$ cat src/rtl/ahb_slv_sel16.sv
// ============================================================================
// Module   : ahb_slv_sel16
// Brief    : AHB-Lite 16-region slave decoder with data-phase select register
//            and optional ERROR-responding default slave (AHBL_DFLT_SLV_EN).
// Revision : 1.0
// ============================================================================
`default_nettype none

module ahb_slv_sel16 #(
   parameter logic [15:0] SLV_MAP = 16'hFFFF
) (
   input  logic        hclk,
   input  logic        hreset,
   input  logic [31:0] haddr,
   input  logic [1:0]  htrans,
   input  logic        hready,
   output logic [15:0] hsel,
   output logic [15:0] dsel,
   output logic        dsel_dflt,
   output logic        dflt_hreadyout,
   output logic        dflt_hresp
);

   logic [3:0]  w_idx;
   logic        w_mapped;
   logic        w_unused;

   assign w_idx    = haddr[31:28];
   assign w_mapped = SLV_MAP[w_idx];

`ifdef AHBL_DFLT_SLV_EN

   localparam logic [15:0] c_dsel_rst = 16'h0000;
   localparam logic [1:0]  S_OKAY     = 2'd0;
   localparam logic [1:0]  S_ERR1     = 2'd1;
   localparam logic [1:0]  S_ERR2     = 2'd2;

   logic       w_dflt_acc;
   logic       w_err_start;
   logic [1:0] r_state;
   logic [1:0] w_state_nxt;

   assign w_unused = ^haddr[27:0];

   always_comb begin
      hsel = 16'h0000;
      if (w_mapped) begin
         hsel[w_idx] = 1'b1;
      end
   end

   assign w_dflt_acc  = ~w_mapped;
   // Only NONSEQ/SEQ (htrans[1]=1) real transfers earn an ERROR response
   assign w_err_start = hready & w_dflt_acc & htrans[1];

   always_ff @(posedge hclk or posedge hreset) begin
      if (hreset) begin
         dsel_dflt <= 1'b1;
      end else if (hready) begin
         dsel_dflt <= w_dflt_acc;
      end
   end

   always_ff @(posedge hclk or posedge hreset) begin
      if (hreset) begin
         r_state <= S_OKAY;
      end else begin
         r_state <= w_state_nxt;
      end
   end

   always_comb begin
      w_state_nxt = S_OKAY;
      case (r_state)
         S_OKAY:  w_state_nxt = w_err_start ? S_ERR1 : S_OKAY;
         S_ERR1:  w_state_nxt = S_ERR2;
         S_ERR2:  w_state_nxt = w_err_start ? S_ERR1 : S_OKAY;
         default: w_state_nxt = S_OKAY;
      endcase
   end

   always_comb begin
      dflt_hreadyout = 1'b1;
      dflt_hresp     = 1'b0;
      case (r_state)
         S_ERR1: begin
            dflt_hreadyout = 1'b0;
            dflt_hresp     = 1'b1;
         end
         S_ERR2: begin
            dflt_hreadyout = 1'b1;
            dflt_hresp     = 1'b1;
         end
         default: begin
            dflt_hreadyout = 1'b1;
            dflt_hresp     = 1'b0;
         end
      endcase
   end

`else

   // Without a default slave, unpopulated regions alias onto slave 0
   localparam logic [15:0] c_dsel_rst = 16'h0001;

   assign w_unused = ^{haddr[27:0], htrans};

   always_comb begin
      hsel = 16'h0000;
      if (w_mapped) begin
         hsel[w_idx] = 1'b1;
      end else begin
         hsel[0] = 1'b1;
      end
   end

   assign dsel_dflt      = 1'b0;
   assign dflt_hreadyout = 1'b1;
   assign dflt_hresp     = 1'b0;

`endif

   always_ff @(posedge hclk or posedge hreset) begin
      if (hreset) begin
         dsel <= c_dsel_rst;
      end else if (hready) begin
         dsel <= hsel;
      end
   end

endmodule

`default_nettype wire

$ cat config.mk
export PLATFORM = sky130hd
export DESIGN_NAME = ahb_slv_sel16
export DESIGN_NICKNAME = d
export VERILOG_FILES = /design/src/rtl/ahb_slv_sel16.sv
export SDC_FILE = /design/constraint.sdc
export NUM_CORES = 1
export LEC_CHECK = 0
export CAP_MARGIN = 25
export CORE_UTILIZATION = 31
export DETAILED_ROUTE_END_ITERATION = 6
export GPL_TIMING_DRIVEN = 0
export PLACE_DENSITY = 0.75
export SYNTH_ARGS = -nofsm -noshare
export SYNTH_HDL_FRONTEND = slang
export SYNTH_SLANG_ARGS = --single-unit
$ cat constraint.sdc
create_clock -name hclk -period 0.95 [get_ports hclk]
set_input_delay 0.1425 -clock hclk [delete_from_list [all_inputs] [get_ports hclk]]
set_output_delay 0.1425 -clock hclk [all_outputs]
set_load 0.1 [all_outputs]
==> impl_metrics.tcl, run 1 <==
set metrics [dict create \
    drt_pass1_iterations 7 \
    setup_slack_ns -0.316 \
    max_freq_mhz 790 \
    drc_errors 3 \
    n_antenna_cell 0 \
    holdCritPathClass "input pin to async pin" \
    cts-root-buf "clkbuf_4" \
    worst_slew_pin_slew_ns 0.645 \
    rows 19 \
    period_needed_ns 1.27 \
    core_area_mm2 0.00283 \
    io_buffers 37 \
    slew-limit-headroom_pct 56.9 \
    drive_above_1_share_pct 91.5 \
    grt_overflow 0 \
    hold_viol 0 \
    htreeDepth 1 \
    yosys-top-cells-area "dfrtp_1 39%, mux2_2 11%, and4bb_4 10%" \
    path_class "register to output pin" \
    clkSinkCount 16 \
    grt_use_total_pct 16.3 \
    ys_warn_count 0 \
    cp_data_required_time_ns 0.81 \
    met1_usage_pct 20.5 \
    drt_iter0_markers 27 \
    vias 738 \
    arrival_ns 1.12 \
    slowest_delay_ns 0.64 \
    die_area_mm2 0.00329 \
    areaGrowthSynthToFinish_pct 110 \
    crit_family "flip-flops" \
    cp-end-kind "output pin" \
    fin_nets 155 \
    cts_max_path_buffers 2 \
    synth_top_area_share_pct 39.5 \
    chipWidth_um 57.4 \
    routed_via_density 4.99 \
    boundaryPins 72 \
    post_synth.cell_area_avg_um2 15.8 \
    dpl_worst_slack_ns -1.60 \
    outcome "finished, violations left" \
    ir_drop_uv 537 \
    cp-start-kind "register" \
    dp.final_hpwl_mm 1.48 \
    busiest_layer "met2" \
    clock_skew_ns 0 \
    ant_nets 0 \
    antenna_found_initial 0 \
    wl_mm 2.72 \
    reg.largest.list "dsel x16" \
    ys_seq_elements 16 \
    drv_slew 0 \
    synthCells 60 \
    top_register "dsel" \
    use_met3_pct 2.04 \
    synth.distinct_cells 16 \
    power_density_mw_per_mm2 1080 \
    insertion_delay_ns 0.31 \
    max_cap_violations 0 \
    cp_num_buf_inv 1 \
    grt_pass1_vias 733 \
    wl_per_cell_um 18.4 \
    grt_max_degree 17 \
    violations "design-rule violations, negative setup slack" \
    rsz0062_at_grt "yes" \
    largest_reg_flops 16 \
    dieHeight_um 57.4 \
    path_clk_slew_ns 0.11 \
    tritoncts "yes" \
    seq_area_frac_synth_pct 42.2 \
    gp_congestion 0.691 \
    path_max_fanout 2 \
    syn-cell-area_um2 951 \
    start_util_pct 33.6 \
    grt_pass1_wl_mm 3.97 \
    leakage_nw 0.873 \
    yosysTopAreaCell "dfrtp_1" \
    hold_slack_ns 0.195 \
    ctsHoldBuffers 0 \
    cpMaxStageDelayCell "dfstp_4" \
    cts_inserted_buffers 3 \
    setup-violations-final 34 \
    grt_use_met2_pct 27.9 \
    path_cells "buf_12" \
    finalCritPeriodShare_pct 133 \
]
-- worst paths after layout --
kind                       endpoint     from  slack (ns)  cells after the start
max                         dsel[0]  dsel[0]       -0.32                      1
min                        dsel[10]   hreset        0.20                      2
max reg2reg                 dsel[9]  dsel[9]       -0.04                      2
min reg2reg                 dsel[2]  dsel[2]        0.52                      1
max in group asynchronous  dsel[13]   hreset        0.27                      2
min in group hclk          dsel[11]   hready        0.22                      2
-- what timing repair did --
action,4_1_cts,5_1_grt
resized for setup,302,21
setup endpoints to repair,48,33
pin swaps,11,10
setup buffers,5,7
gates cloned,4,0
-- synth_stat cells (all sizes together) --
cell    number
and4b        4
nor4b        4
buf          9
mux2        16
dfstp        1
dfrtp       15
and4         1
inv          1
and4bb       6
conb         2
nor4         1
-- power by group --
part | internal [W] | leakage (nW) | switching, W
Combinational | 0.000374 | 0.659 | 0.000534
Sequential | 0.000717 | 0.193 | 0.0000269
Clock | 0.000235 | 0.0210 | 0.000263
Total | 0.00133 | 0.873 | 0.000824
-- layout make-up --
cell class                 count  area [um2]
buffer                         9         113
multi-input combinational     35         475
fill                         170         836
inverter                       1        3.75
clock buffer                   4        36.3
tap                           31        38.8
sequential                    16         443
timing repair buffer          52         883
-- through the flow --
| step | util, % | power, W | TNS (ns) | instances | instance area, um2 |
|---|---|---|---|---|---|
| global route | 70.5 | 0.00219 | -5.12 | 148 | 1990 |
| CTS | 66.4 | 0.00207 | -3.41 | 142 | 1880 |
| finish | 70.5 | 0.00215 | -4.68 | 148 | 1990 |
| detailed placement | 51.0 | 0.00144 | -45.56 | 129 | 1440 |
| global placement | 51.0 | 0.00143 | -44.81 | 129 | 1440 |
| floorplan | - | 0.00130 | -8.69 | 61 | 1030 |
-- metal layers --
layer,share of wire (%),vias to the layer above
met1,40,371
met4,2.4,0
met3,4.7,7
li1,-,331
met2,53,29
met5,0,-
-- cells by family after synthesis --
logic type	count (synthesis)	share of synthesized area (%)
other	2	0.790
muxes	16	20.1
buffers and inverters	10	8.55
and+or+nand+nor	16	28.3
DFF	16	42.2
-- layout by cell type, fill, tap and decap left out, drive strengths merged --
cell type      instances
and4                   1
and4b                  4
and4bb                 6
buf                   60
clkbuf                 4
clkdlybuf4s50          1
conb                   3
dfrtp                 15
dfstp                  1
inv                    1
mux2                  16
nor4                   1
nor4b                  4
(Power assumes the default switching activity.)
==> run 2, diff against run 1 <==
==> constraint.sdc (replaced) <==
create_clock -name hclk -period 1.6 [get_ports hclk]
set_input_delay 0.24 -clock hclk [delete_from_list [all_inputs] [get_ports hclk]]
set_output_delay 0.24 -clock hclk [all_outputs]
set_load 0.1 [all_outputs]
==> run 2 against run 1 <==
Against the previous run:
- the flow finishes with violations (design-rule violations)
- die area unchanged
- first-iteration DRC count is 67% lower
- critical path depth up 3
- sequential share of layout area is 5.9 points higher
- non-clock buffer count decreased by 15
- core utilization shrank 20 points
- critical path type is now input pin to output pin
==> impl_metrics.tcl, run 2 (same netlist as run 1, synthesis figures left out) <==
set metrics [dict create \
    rsz0062_at_grt "no" \
    clkSinkCount 16 \
    grt_overflow 0 \
    io_buffers 37 \
    path_clk_slew_ns 0.10 \
    path_class "input pin to output pin" \
    num-fill-cells 255 \
    reg2reg_from "dsel[6]" \
    grt_pass1_wl_mm 3.24 \
    core_area_mm2 0.00283 \
    max_freq_mhz 643 \
    areaGrowthSynthToFinish_pct 50.0 \
    worst_slew_pin_slew_ns 0.616 \
    path_max_fanout 10 \
    reg.largest.list "dsel x16" \
    drv_slew 0 \
    cts_max_path_buffers 2 \
    drt_iter0_markers 9 \
    routed_via_density 4.82 \
    holdCritPathClass "input pin to async pin" \
    max_cap_violations 0 \
    clock_skew_ns 0 \
    drive_above_1_share_pct 72.5 \
    wl_mm 2.02 \
    htreeDepth 1 \
    fin_util_pct 50.4 \
    gp_congestion 0.732 \
    cts-root-buf "clkbuf_4" \
    top_register "dsel" \
    period_needed_ns 1.56 \
    grt_max_degree 17 \
    cp-start-kind "input pin" \
    ir_drop_uv 277 \
    multi_input_area_um2 472 \
    grt_use_total_pct 13.3 \
    tritoncts "yes" \
    start_util_pct 33.6 \
    rows 19 \
    arrival_ns 1.32 \
    violations "design-rule violations" \
    cp-end-kind "output pin" \
    antenna_found_initial 0 \
    finalCritPeriodShare_pct 97.2 \
    cts_setup_buffers 0 \
    cp_data_required_time_ns 1.36 \
    fin_nets 140 \
    hold_slack_ns 0.315 \
    boundaryPins 72 \
    setup-violations-final 0 \
    regArea_um2 402 \
    mostFrequentLayoutCells "15 x dfrtp_1, 15 x clkdlybuf4s15_2, 10 x buf_4, 9 x mux2_2, 9 x buf_6" \
    dp.final_hpwl_mm 1.53 \
    leakage_nw 0.673 \
    largest_reg_flops 16 \
    hold_viol 0 \
    rr_endpoint "dsel[6]" \
    p_total_w 0.00110 \
    outcome "finished, violations left" \
    slew-limit-headroom_pct 58.9 \
    grt_pass1_vias 666 \
    cts_inserted_buffers 3 \
    drc_errors 2 \
    die_area_mm2 0.00329 \
    wl_per_cell_um 15.2 \
    vias 641 \
    power_density_mw_per_mm2 772 \
    drt_pass1_iterations 6 \
    insertion_delay_ns 0.28 \
    r2r_slack_ns 0.83 \
    worstRegToRegCells 1 \
    dieHeight_um 57.4 \
    chipWidth_um 57.4 \
    ant_nets 0 \
    n_antenna_cell 0 \
]
==> run 2: cell count changes in the layout (fill, tap and decap cells not counted), sizes merged <==
cell / delta
clkbuf: +3
clkdlybuf4s15: +15
dlygate4sd2: +1
buf: -34
==> run 2: what timing repair did <==
| item | in CTS | in global routing |
|---|---|---|
| endpoints found under the setup margin | 32 | 10 |
| pin swaps | 0 | 1 |
| gates resized for setup | 157 | 8 |
| hold buffers | 0 | 0 |
==> run 2: area by class of cell <==
| type | instances | area share, % |
|---|---|---|
| Buffer | 9 | 7.89 |
| Clock buffer | 4 | 2.54 |
| Inverter | 1 | 0.263 |
| Multi-Input combinational cell | 35 | 33.1 |
| Sequential cell | 16 | 28.2 |
| Tap cell | 31 | 2.72 |
| Timing Repair Buffer | 37 | 25.4 |
==> run 2: critical path, cell delays in order <==
cell	delay, ns
dlygate4sd2_1	0.36
buf_12	0.19
and4bb_4	0.24
buf_4	0.28
==> run 2: how the worst max path moves through the flow <==
stage | from | end | slack (ns)
after global placement | haddr[30] | hsel[8] | -1.12
after global routing | haddr[31] | hsel[12] | 0.001
after floorplan | haddr[30] | dsel[8] | -0.26
after detailed placement | haddr[30] | hsel[8] | -1.16
after CTS | haddr[30] | hsel[8] | 0.005
final | haddr[31] | hsel[12] | 0.04
==> run 2: through the flow <==
step	TNS [ns]	std cells	worst slack [ns]	cell area [um2]
6_report	0	133	0.0446	1430
5_1_grt	0	133	0.00112	1430
4_1_cts	0	133	0.00490	1430
2_1_floorplan	-1.68	61	-0.257	990
3_5_place_dp	-19.36	129	-1.16	1400
3_3_place_gp	-18.85	129	-1.12	1400
==> run 2: power breakdown <==
group | switching, W | internal, W
logic | 0.000296 | 0.000109
clock network | 0.000131 | 0.000139
registers | 0.00000739 | 0.000420
total | 0.000434 | 0.000667
==> run 2: layer usage <==
metal | up-vias | wire length (um) | global-route usage, %
li1 | 302 | - | -
met1 | 315 | 884 | 16.2
met2 | 22 | 1010 | 21.8
met3 | 2 | 104 | 2.95
met4 | 0 | 27 | 7.32
met5 | - | 0 | 0
==> run 3, diff against run 2 <==
--- a/config.mk
+++ b/config.mk
@@ -6,10 +6,10 @@
 export NUM_CORES = 1
 export LEC_CHECK = 0
 export CAP_MARGIN = 25
-export CORE_UTILIZATION = 31
+export CORE_UTILIZATION = 36
 export DETAILED_ROUTE_END_ITERATION = 6
 export GPL_TIMING_DRIVEN = 0
-export PLACE_DENSITY = 0.75
+export PLACE_DENSITY = 0.85
 export SYNTH_ARGS = -nofsm -noshare
 export SYNTH_HDL_FRONTEND = slang
 export SYNTH_SLANG_ARGS = --single-unit
==> run 3 against run 2 <==
Against the previous run:
- largest power group unchanged
- non-clock buffer count did not move
- the flow now finishes without violations
- combinational power about the same
- core utilization grew 6.7 points
- largest cell class is now multi-input combinational cells
- flip-flop and latch count is the same
- worst setup slack gained 0.070 ns
- global-route usage rose by 1.5 points
- cell count decreased by 0.75%
==> impl_metrics.tcl, run 3 (same netlist as run 1, synthesis figures left out) <==
set metrics [dict create \
    clkSinkCount 16 \
    io_buffers 37 \
    gp_congestion 0.695 \
    largest_reg_flops 16 \
    power_switching_w 0.000435 \
    cts_inserted_buffers 3 \
    start_util_pct 38.4 \
    hold_viol 0 \
    num-fill-cells 211 \
    path_cells "buf_2" \
    met3_length_um 119 \
    slowest_delay_ns 0.53 \
    outcome "finished, final reports clean" \
    r2r_slack_ns 0.81 \
    period_needed_ns 1.49 \
    clock_skew_ns 0 \
    fin_setup_tns_ns 0 \
    setup-violations-final 0 \
    hold_slack_ns 0.309 \
    max_cap_violations 0 \
    switching_share_pct 39.5 \
    path_max_fanout 2 \
    crit_start "dsel[0]" \
    crit_cells 1 \
    cpMaxStageDelayCell "dfstp_2" \
    routed_via_density 4.90 \
    power_frac_comb_pct 36.6 \
    clock_power_share_pct 24.7 \
    mostFrequentLayoutCells "15 x dfrtp_1, 15 x clkdlybuf4s15_2, 12 x buf_4, 9 x mux2_2, 7 x buf_6" \
    grt_pass1_vias 619 \
    path_class "register to output pin" \
    holdCritPathClass "input pin to async pin" \
    path_clk_slew_ns 0.09 \
    vias 647 \
    wl_per_cell_um 15.0 \
    cts-root-buf "clkbuf_4" \
    crit_family "flip-flops" \
    n_antenna_cell 0 \
    max_freq_mhz 673 \
    drive_above_1_share_pct 73.5 \
    antenna_found_initial 0 \
    drt_pass1_iterations 2 \
    cts_max_path_buffers 2 \
    drt_iter0_markers 7 \
    chipWidth_um 53.4 \
    grt_overflow 0 \
    areaGrowthSynthToFinish_pct 48.7 \
    dpl_worst_slack_ns -1.16 \
    arrival_ns 1.25 \
    wl_met2_um 993 \
    tritoncts "yes" \
    dp.final_hpwl_mm 1.49 \
    reg2reg_from "dsel[2]" \
    htreeDepth 1 \
    dieHeight_um 53.4 \
    grt_pass1_wl_mm 2.99 \
    cp_num_buf_inv 1 \
    top_register "dsel" \
    sequentialPowerShare_pct 38.8 \
    fin_area_mm2 0.00141 \
    wl_mm 1.98 \
    fin_util_pct 57.1 \
    cts_setup_buffers 0 \
    boundaryPins 72 \
    worstRegToRegCells 1 \
    fin_nets 140 \
    p_int_w 0.000666 \
    core_area_mm2 0.00248 \
    slew-limit-headroom_pct 59.3 \
    setup_slack_ns 0.115 \
    cp_data_required_time_ns 1.36 \
    die_area_mm2 0.00285 \
    drc_errors 0 \
    rr_endpoint "dsel[2]" \
    insertion_delay_ns 0.29 \
    grt_max_degree 17 \
    reg.largest.list "dsel x16" \
    top_layer_used "met4" \
    finalCritPeriodShare_pct 92.8 \
    ir_drop_uv 392 \
    wl_met1_um 845 \
    worst_slew_pin_slew_ns 0.610 \
    drv_slew 0 \
    rsz0062_at_grt "no" \
    setup.worst_path.end "dsel[0]" \
    power_density_mw_per_mm2 779 \
    ant_nets 0 \
    grt_use_total_pct 14.8 \
    leakage_nw 0.670 \
    postPlaceCellArea_mm2 0.00140 \
    cp-start-kind "register" \
    cp-end-kind "output pin" \
    rows 18 \
]
==> run 3: how the worst min path moves through the flow <==
stage	endpoint	slack (ns)	cells past startpoint
final	dsel[14]	0.31	2
after global routing	dsel[7]	0.33	2
after CTS	dsel[15]	0.32	2
after detailed placement	dsel[1]	0.48	1
after global placement	dsel[2]	0.47	1
after floorplan	dsel[10]	0.15	1
==> run 3: repair_timing <==
item,CTS,global route
setup endpoints to repair,32,12
cloned,0,0
hold buffers,0,0
resized for setup,157,8
==> run 3: final cells by class <==
type                    instances  area (um2)  share of cell area, %
plain buffers                   9         113                   7.96
repair buffers                 37         350                   24.8
inverters                       1        3.75                  0.265
flip-flops and latches         16         402                   28.4
multi-input cells              35         472                   33.4
clock buffers                   4        36.3                   2.57
well taps                      30        37.5                   2.65
==> run 3: power groups by stage <==
stage                     logic [W]  clock network, W  registers (W)
final                      0.000403          0.000272       0.000427
after global routing       0.000415          0.000302       0.000429
after CTS                  0.000407          0.000286       0.000427
after detailed placement   0.000414                 0       0.000435
after global placement     0.000410                 0       0.000434
after floorplan            0.000218                 0       0.000545
==> run 3: routing by layer <==
layer / GRT usage [%] / up-vias
met1: 18.7 / 316
met3: 2.59 / 4
met2: 25.0 / 26
met5: 0 / -
li1: - / 301
met4: 5.26 / 0
==> run 3: metrics by stage <==
stage                     instances  total power (W)
final                           132          0.00110
after global routing            132          0.00115
after CTS                       132          0.00112
after detailed placement        128         0.000850
after global placement          128         0.000844
after floorplan                  61         0.000763
